==> src/rtl/ghash_ctrl.sv <==
// GHASH sequencing controller.
// Walks a GHASH job through key load, S clear, the AAD blocks, the ciphertext
// blocks and the final length block, driving the datapath register enables and
// the input mux. Every output except ac_reg_en is registered from the next state.
//
// state   | meaning
// --------+---------------------------------------------------------------
// IDLE    | waiting for start; all outputs low
// H_LOAD  | load hash key H, clear accumulator
// S_CLR   | S <= H*0, i.e. S = 0
// AAD_ACC | accumulate one AAD block when blk_valid
// AAD_MUL | S <= H*acc for the AAD block just accumulated
// CT_ACC  | accumulate one ciphertext block when blk_valid
// CT_MUL  | S <= H*acc for the ciphertext block just accumulated
// LEN_ACC | accumulate the length block when blk_valid
// LEN_MUL | S <= H*acc, producing the tag
// DONE    | one-cycle done pulse; S holds the final tag

module ghash_ctrl #(
    parameter int CNT_W = 8
) (
    input  logic             clk,
    input  logic             rst,
    input  logic             start,
    input  logic [CNT_W-1:0] num_aad,
    input  logic [CNT_W-1:0] num_ct,
    input  logic             blk_valid,
    output logic             blk_ready,
    output logic             h_reg_en,
    output logic [1:0]       mux_sel,
    output logic             ac_reg_en,
    output logic             ac_clr,
    output logic             s_reg_en,
    output logic             busy,
    output logic             done
);

    typedef enum logic [3:0] {
        IDLE    = 4'd0,
        H_LOAD  = 4'd1,
        S_CLR   = 4'd2,
        AAD_ACC = 4'd3,
        AAD_MUL = 4'd4,
        CT_ACC  = 4'd5,
        CT_MUL  = 4'd6,
        LEN_ACC = 4'd7,
        LEN_MUL = 4'd8,
        DONE    = 4'd9
    } state_t;

    typedef struct packed {
        logic       busy;
        logic       done;
        logic       blk_ready;
        logic       h_reg_en;
        logic       ac_clr;
        logic       s_reg_en;
        logic [1:0] mux_sel;
    } out_t;

    localparam logic [1:0] SEL_AAD = 2'b00;
    localparam logic [1:0] SEL_CT  = 2'b01;
    localparam logic [1:0] SEL_LEN = 2'b10;

    state_t           state;
    state_t           nxt;
    out_t             outs;
    logic [CNT_W-1:0] aad_cnt;
    logic [CNT_W-1:0] ct_cnt;

    // Moore output decode for a given state.
    function automatic out_t decode(state_t s);
        out_t o;
        o = '0;
        case (s)
            IDLE:    o = '0;
            H_LOAD:  begin o.busy = 1'b1; o.h_reg_en = 1'b1; o.ac_clr = 1'b1; end
            S_CLR:   begin o.busy = 1'b1; o.s_reg_en = 1'b1; end
            AAD_ACC: begin o.busy = 1'b1; o.blk_ready = 1'b1; o.mux_sel = SEL_AAD; end
            AAD_MUL: begin o.busy = 1'b1; o.s_reg_en = 1'b1; o.mux_sel = SEL_AAD; end
            CT_ACC:  begin o.busy = 1'b1; o.blk_ready = 1'b1; o.mux_sel = SEL_CT; end
            CT_MUL:  begin o.busy = 1'b1; o.s_reg_en = 1'b1; o.mux_sel = SEL_CT; end
            LEN_ACC: begin o.busy = 1'b1; o.blk_ready = 1'b1; o.mux_sel = SEL_LEN; end
            LEN_MUL: begin o.busy = 1'b1; o.s_reg_en = 1'b1; o.mux_sel = SEL_LEN; end
            DONE:    begin o.busy = 1'b1; o.done = 1'b1; end
            default: o = '0;
        endcase
        return o;
    endfunction

    // Next-state logic; a zero count skips its phase entirely.
    always_comb begin
        nxt = state;
        case (state)
            IDLE:    if (start) nxt = H_LOAD;
            H_LOAD:  nxt = S_CLR;
            S_CLR: begin
                if (aad_cnt != '0)     nxt = AAD_ACC;
                else if (ct_cnt != '0) nxt = CT_ACC;
                else                   nxt = LEN_ACC;
            end
            AAD_ACC: if (blk_valid) nxt = AAD_MUL;
            AAD_MUL: begin
                // aad_cnt still holds the pre-decrement value here
                if (aad_cnt != CNT_W'(1)) nxt = AAD_ACC;
                else if (ct_cnt != '0)    nxt = CT_ACC;
                else                      nxt = LEN_ACC;
            end
            CT_ACC:  if (blk_valid) nxt = CT_MUL;
            CT_MUL: begin
                if (ct_cnt != CNT_W'(1)) nxt = CT_ACC;
                else                     nxt = LEN_ACC;
            end
            LEN_ACC: if (blk_valid) nxt = LEN_MUL;
            LEN_MUL: nxt = DONE;
            DONE:    nxt = IDLE;
            default: nxt = IDLE;
        endcase
    end

    // State, registered outputs and remaining-block counters.
    always_ff @(posedge clk or posedge rst) begin
        if (rst) begin
            state   <= IDLE;
            outs    <= '0;
            aad_cnt <= '0;
            ct_cnt  <= '0;
        end else begin
            state <= nxt;
            outs  <= decode(nxt);
            case (state)
                IDLE: begin
                    if (start) begin
                        aad_cnt <= num_aad;
                        ct_cnt  <= num_ct;
                    end
                end
                // only reached with a nonzero count, so these never wrap
                AAD_MUL: aad_cnt <= aad_cnt - CNT_W'(1);
                CT_MUL:  ct_cnt  <= ct_cnt - CNT_W'(1);
                default: ;
            endcase
        end
    end

    assign busy      = outs.busy;
    assign done      = outs.done;
    assign blk_ready = outs.blk_ready;
    assign h_reg_en  = outs.h_reg_en;
    assign ac_clr    = outs.ac_clr;
    assign s_reg_en  = outs.s_reg_en;
    assign mux_sel   = outs.mux_sel;
    // a block is taken in exactly the cycles where it is offered and accepted
    assign ac_reg_en = outs.blk_ready & blk_valid;

endmodule
==> config.mk <==
export PLATFORM = sky130hd
export DESIGN_NAME = ghash_ctrl
export DESIGN_NICKNAME = d
export VERILOG_FILES = /design/src/rtl/ghash_ctrl.sv
export SDC_FILE = /design/constraint.sdc
export NUM_CORES = 1
export LEC_CHECK = 0
export ABC_AREA = 0
export BUFFER_PORTS_ARGS = -buffer_cell sky130_fd_sc_hd__buf_4
export CORE_MARGIN = 4
export CORE_UTILIZATION = 23
export DETAILED_ROUTE_END_ITERATION = 12
export GPL_ROUTABILITY_DRIVEN = 0
export MAX_ROUTING_LAYER = met4
export PLACE_DENSITY = 0.45
export SETUP_SLACK_MARGIN = 0.4
export SLEW_MARGIN = 20
export SYNTH_ARGS = -nofsm -noshare
export SYNTH_HDL_FRONTEND = slang
export SYNTH_SLANG_ARGS = --single-unit
==> constraint.sdc <==
create_clock -name clk -period 1.6 [get_ports clk]
set_input_delay 0.16 -clock clk [delete_from_list [all_inputs] [get_ports clk]]
set_output_delay 0.16 -clock clk [all_outputs]
set_load 0.03 [all_outputs]
==> run summary, run 1 <==
In this run the worst setup path begins at aad_cnt[5]. The checks that failed: setup timing. In this run the most critical hold path is launched from num_ct[4].

The die height works out to 94.58 µm. Relative slew slack: 74.49%. Clock-pin slew was measured on the worst setup and hold paths at 0.10 ns. The max-slew violation total from the final report is 0. Highest net fanout along the worst path: 4. The tools report the number of distinct library cells after synthesis as 50.

The synthesis-stage register bit count is 27. Number of antenna violations at the first check in global routing: 0. TritonCTS built the clock tree.

Clock tree synthesis inserted a total of 3 buffers. The max-cap violation count is 0, and the transition at the pin with the smallest max-transition slack is 0.3827 ns. For this block, the initial DRC count from the detailed router was 39. For the total vias in the final route, the log shows 1674.

The pin count of the biggest net entering global routing was 28; the count of placed standard cells including taps was 340. Timing would allow up to 609.5 MHz. After detailed routing, the average wire length per cell comes to 14.08 µm. 29 I/O pins were placed. The worst path setup slack after routing was -0.04077 ns. Number of filler instances in the final layout: 721. The share of final-layout standard cells stronger than drive strength 1 is 63.02%, and the first-pass iteration count of the detailed router is 4. The tree is rooted in a clkbuf_8. The die covers 0.008945 mm². Of the total power, the share spent switching nets is 41.83%. For this design the total switching power over the nets is 2.180 mW.

In this run, the clock network consumes 7.7% of the power. The area growth from synthesis to layout is 68.80%. The min-delay analysis places its worst path in the category primary input to register. The logs give 1.296 nW for the leakage power summed over all cells and 0 for the final number of hold-violating endpoints. Counting every sink on the clock net gives 27. The tools report the critical path data required time as 1.78 ns. Setup total negative slack on the finished layout was measured at -0.1107 ns. The clock passes through at most 2 buffers. The Yosys step of the flow raised 0 warnings. In this run, flip-flops and latches consume 25.2% of the power. The final wirelength came out at 5126 µm. By startpoint and endpoint, the worst setup path is classified as register to register. In the synthesized netlist the dominant register cell turns out to be dfrtp_1. The number of setup violations in the final report was 3; the number of nets still failing antenna checks after routing was 0. The mapped netlist covers 0.001724 mm².

The initialized floorplan defines 31 standard-cell rows. In the layout the commonest cells are 71 x buf_4, 22 x dfrtp_1, 18 x buf_6. The worst-case setup slack after placement was -0.07964 ns; the final instance count without filler cells was 364. STA classifies the critical path endpoint as a register. For this run the aggregate overflow at the end of global routing stands at 0. In this run the mean area of a mapped cell was 9.632 µm². Worst voltage drop across the vdd grid: 0.0007218 V. The flow ran to the end, but the final reports show violations.

The logs give 0 for the diode insertion count for antenna repair and 292 for the number of nets at the end of the flow. From left edge to right edge, the die measures 94.58 µm. At the worst endpoint, the arrival time is 1.82 ns. On the final layout, the worst clock skew is 0.007431 ns. The number of nets in the synthesized netlist is 205. The first global-routing pass estimated 8321 µm of wire. The HPWL after detailed placement was 3589 µm. Per report_power, the combinational group accounts for 67.0% of the total.

Setup repair after global routing could not meet its margin everywhere. The tools report the synthesized netlist cell count as 179. Number of global-route vias before repair: 1689. The library cell used most frequently in the layout, excluding fill and tap cells, is buf_4.

For this run, design rule violations remaining after detail routing come to 0. After detailed routing, the number of vias per cell comes to 4.599. The internal power contribution is 3.032 mW, and the total global routing track utilization is 12.03%. The worst-skew pair later-pin latency was 0.28 ns; the number of synthesized flops with an enable pin was 0.

The port buffer count came out at 28. Of the synthesized area, sequential elements account for 39.19%. In this run the standard cell core region covers 0.007253 mm². The total number of H-tree levels was 1; the fraction of registers with async set/reset was 100.0%. For this configuration, the core starts out at a cell density of 23.77%. STA classifies the critical path startpoint as a register. Power spread over the standard cell area amounts to 1791 mW/mm².

In the finished design, the share of the clock period the worst path needs comes to 102.5%. Startpoint of the worst-slack reg-to-reg timing path: aad_cnt[5]. Across all hold checks on the routed design, the worst slack comes to 0.09025 ns.

The minimum clock period was 1.641 ns.
## worst max-delay path: stages, from the launching register on
cell and delay, ns:
dfrtp_1 0.43, nor4_4 0.37, nor3b_2 0.26, o221ai_2 0.16, buf_4 0.16, nor3_2 0.11
nor2_1 0.06
## layout make-up
cell class                 instances  area [µm²]  area share [%]
inverter                          11       46.29           1.591
multi-input combinational        130        1217           41.83
tap                               99       123.9           4.256
timing repair buffer              93       795.8           27.34
clock buffer                       4       45.04           1.548
sequential                        27       681.9           23.43
## power by group through the flow
stage                     sequential, mW  clock (mW)  combinational (mW)
after global placement              1.29           0                2.55
after CTS                           1.29       0.424                3.04
final                               1.31       0.404                3.49
after detailed placement            1.29           0                2.56
after global routing                1.35       0.441                3.80
after floorplan                     1.38           0                1.42
## state kept, by name (all words and copies together), names as in the netlist
register   flops
busy           1
blk_ready      1
aad_cnt        8
s_reg_en       1
mux_sel        2
done           1
ac_clr         1
state          4
ct_cnt         8
## per-layer routing
| metal | wire, µm | GRT usage, % |
|---|---|---|
| met2 | 2581 | 19.27 |
| met3 | 86 | 1.355 |
| met1 | 2410 | 16.15 |
| met5 | 0 | - |
| met4 | 48 | 3.245 |
## repair_timing
action                                  CTS  global route
endpoints found under the setup margin   25            25
setup buffers                            11             8
hold buffers                              1             0
pin swaps                                23            17
hold endpoints to repair                 27             0
gates resized for setup                  53            41
## logic make-up (layout without fill, tap and decap cells)
group | Yosys count | after routing | synth area share (%)
AOI/OAI and AO/OA | 46 | 46 | 20.68
buffers and inverters | 22 | 108 | 6.676
xor gates and xnor gates | 1 | 1 | 0.5081
adders and majority gates | 6 | 6 | 4.354
muxes | 3 | 3 | 1.887
DFF | 27 | 27 | 39.19
and+or+nand+nor | 74 | 74 | 26.71
## synth_stat cells, types with 2 or more instances
library cell | number | share of area, %
dfrtp_1 | 27 | 39
nand2_1 | 14 | 3.0
nor2_1 | 14 | 3.0
inv_1 | 10 | 2.2
a21oi_1 | 9 | 2.6
o21ai_0 | 8 | 2.3
ha_1 | 6 | 4.4
nor3_1 | 6 | 1.7
buf_2 | 5 | 1.5
buf_4 | 5 | 2.2
nand3_1 | 5 | 1.5
and2_1 | 4 | 1.5
nand4_1 | 4 | 1.5
nor3b_1 | 4 | 1.7
o211ai_1 | 4 | 1.7
a21o_1 | 3 | 1.3
a221o_1 | 3 | 1.7
and3b_1 | 3 | 1.5
nor4_1 | 3 | 1.1
o221a_2 | 3 | 2.0
a211oi_1 | 2 | 0.87
a311oi_1 | 2 | 1.0
a31oi_1 | 2 | 0.73
mux2_2 | 2 | 1.3
nand3_2 | 2 | 1.2
nor2b_1 | 2 | 0.73
nor4_4 | 2 | 2.5
o311a_1 | 2 | 1.2
or4_1 | 2 | 0.87
## final timing paths
kind                               to  slack [ns]  depth (start not counted)
max in group asynchronous  aad_cnt[2]        0.79                          4
min                         ct_cnt[4]        0.09                          2
min reg2reg                 ct_cnt[6]        0.58                          1
max                         blk_ready       -0.04                          6
min in group asynchronous        done        0.50                          4
max reg2reg                 blk_ready       -0.04                          6
## per-stage QoR
step / area (µm²) / total power [mW] / util (%)
global placement: 2364 / 3.843 / 32.59
CTS: 2681 / 4.755 / 36.97
detailed placement: 2364 / 3.850 / 32.59
finish: 2910 / 5.212 / 40.12
global route: 2910 / 5.588 / 40.12
floorplan: 1772 / 2.805 / -
Note: power is estimated with default switching activity, not from simulation.
==> run 2, diff against run 1 <==
- ABC_CLOCK_PERIOD_IN_PS: default -> 1600
- CORE_UTILIZATION: 23 -> 30
- PLACE_DENSITY: 0.45 -> 0.54
- SETUP_SLACK_MARGIN: 0.4 -> default
==> run 2 against run 1 <==
  * The flow still finishes with violations (setup timing)
  * Via count is 2.2% lower
  * Routed wire length is 5.8% lower
  * Critical path depth unchanged
  * Clock power is essentially flat
  * Worst hold slack got worse by 0.015 ns
  * Design area shrank 9.2%
  * Count of clock-buffer cells in the layout is the same
  * Global-route usage grew 1.5 points
  * Critical path type unchanged
  * Largest cell class unchanged
==> run summary, run 2 (synthesized netlist as in run 1, its figures left out) <==
The number of core rows came out at 27 (was 31). The number of cells on the worst reg-to-reg path is 6 (unchanged), and the number of DRC markers in iteration 0 is 58 (was 39). The via count normalized by instance count came out at 4.875 (was 4.599). The run finished, with violations left. TritonCTS built the clock tree. Number of filler instances in the final layout: 550 (was 721).

The I/O pin count was 29 (unchanged); the endpoint arrival time on the critical path was 1.88 ns (was 1.82 ns). The number of cells on the worst hold path is 2 (unchanged), and the number of global-route vias before repair is 1560 (was 1689). Areal power density over the cells: 1800 mW/mm² (was 1791 mW/mm²). The startpoint type of the worst setup path is a register (unchanged). Commonest cells after routing, fill and taps aside: 84 x buf_4, 24 x dfrtp_1, 12 x nor2_1, 12 x nand2_1 (was 71 x buf_4, 22 x dfrtp_1, 18 x buf_6). The relative slew slack was 74.41% (was 74.49%); the total core area was 0.005540 mm² (was 0.007253 mm²). The worst path setup slack after routing was -0.09033 ns (was -0.04077 ns); the number of antenna violations at the first check in global routing was 0 (unchanged). The first-pass GRT wire length came out at 7562 µm (was 8321 µm). The final global-route overflow total came out at 0 (unchanged).

The run gives 291 (was 292) as the number of nets at the end of the flow. The run gives 3 (unchanged) as the CTS buffer count. The share of final-layout standard cells stronger than drive strength 1 works out to 51.14% (was 63.02%).

Setup repair after global routing could not meet its margin everywhere. The pin count of the biggest net entering global routing is 28 (unchanged). The synthesis-to-layout area growth is 53.19% (was 68.80%).

The run gives 47.67% (was 40.12%) as the final standard cell utilization of the core. The achievable frequency was 591.6 MHz (was 609.5 MHz). Max-cap violation count: 0 (unchanged). The worst setup skew after layout was 0.004491 ns (was 0.007431 ns).

The setup total negative slack came out at -0.2449 ns (was -0.1107 ns). The logs give 0.27 ns (was 0.28 ns) for the worst-skew pair later-pin latency and -0.09 ns (was -0.04 ns) for the slack of the worst reg-to-reg path. The tools report the starting utilization of the core area as 31.12% (was 23.77%).

For the number of setup violations in the final report, the log shows 5 (was 3). The width of the chip works out to 83.81 µm (was 94.58 µm). The clock sink count was 27 (unchanged). The sort of element at the end of the critical path was a register (unchanged).

Total number of H-tree levels: 1 (unchanged). The type of the worst setup path is register to register (unchanged). The minimum clock period is 1.690 ns (was 1.641 ns). The clock transition time at the flip-flop clock pins of the worst setup and hold paths was 0.10 ns (about the same); the total vias in the final route was 1638 (was 1674). Final number of hold-violating endpoints: 0 (unchanged). The die height is 83.81 µm (was 94.58 µm). Registers with the most flip-flops: aad_cnt (8), ct_cnt (8), state (4) (unchanged).

The port buffer count was 28 (unchanged); the highest net fanout along the worst path was 6 (was 4). The HPWL after detailed placement came out at 3369 µm (was 3589 µm). The number of nets still failing antenna checks after routing is 0 (unchanged). The worst slack on hold paths came out at 0.07527 ns (was 0.09025 ns). The run gives 4 (unchanged) as the first-pass iteration count of the detailed router. The class of the worst hold path is primary input to register (unchanged).

Transition at the pin with the smallest max-transition slack: 0.3839 ns (was 0.3827 ns). The run gives 1.226 nW (was 1.296 nW) as the leakage power summed over all cells. The critical path data required time was 1.79 ns (was 1.78 ns); the area of the die was 0.007024 mm² (was 0.008945 mm²). The post-route clock period utilization came out at 105.6% (was 102.5%). The average routed wire per standard cell works out to 14.37 µm (was 14.08 µm). The run gives 0 (unchanged) as the diode insertion count for antenna repair. Failing checks: setup timing (unchanged). For the total design power, the log shows 4.754 mW (was 5.212 mW).

The run gives 4827 µm (was 5126 µm) as the final wirelength. The logs give 2 (unchanged) for the maximum number of buffers from clock root to sink and 13.55% (was 12.03%) for the total global routing track utilization. The worst voltage drop across the vdd grid was 0.0007237 V (was 0.0007218 V). The clock root buffer is clkbuf_8 (unchanged). The max-slew violation total from the final report is 0 (unchanged). The run gives 0 (unchanged) as the number of remaining DRC errors. The leading cell type in the layout, fill and taps excluded is buf_4 (unchanged).
[run 2: through the flow]
stage	instance area, µm²	worst slack [ns]	std cells
floorplan	1724	0.01645	179
global placement	2316	-0.05315	315
detailed placement	2316	-0.06932	315
CTS	2415	-0.06172	324
global route	2641	-0.1841	336
finish	2641	-0.09033	336
[run 2: critical path, stage by stage, from the launching register on]
cell      delay (ns)
dfrtp_2         0.48
buf_4           0.16
nor4b_2         0.35
a211oi_2        0.08
o221ai_2        0.24
nor2_1          0.10
o31ai_2         0.21
[run 2: power breakdown]
group	internal (mW)	switching (mW)
clock network	0.179	0.225
registers	0.974	0.319
logic	1.64	1.42
[run 2: final timing paths]
| check | start | end |
|---|---|---|
| worst max-delay path | state[0] | mux_sel[1] |
| max in group asynchronous | rst | state[2] |
| worst max register to register | state[0] | mux_sel[1] |
| worst min-delay path | num_ct[4] | ct_cnt[4] |
| worst min register to register | ct_cnt[6] | ct_cnt[6] |
| min in group asynchronous | rst | ct_cnt[0] |
[run 2: final cells by class]
type	instances	area, µm²	area share, %
multi-input cells	130	1054	39.89
flip-flops and latches	27	679.4	25.72
clock buffers	4	45.04	1.705
inverters	11	43.79	1.658
repair buffers	92	729.5	27.62
well taps	72	90.09	3.411
[run 2: what timing repair did]
| item | in CTS | in global routing |
|---|---|---|
| endpoints found under the setup margin | 15 | 21 |
| hold endpoints to repair | 27 | 0 |
| setup buffers | 4 | 12 |
| hold buffers | 1 | 0 |
| resized for setup | 3 | 38 |
| pin swaps | 3 | 14 |
[run 2: layer usage]
metal	part of all wire [%]	global-route usage [%]	up-vias	wire length, µm
met4	0.37	2.193	0	18
met5	0	-	-	0
met2	49	21.62	16	2345
met3	2.1	1.876	2	101
met1	49	18.68	790	2362
li1	-	-	830	-
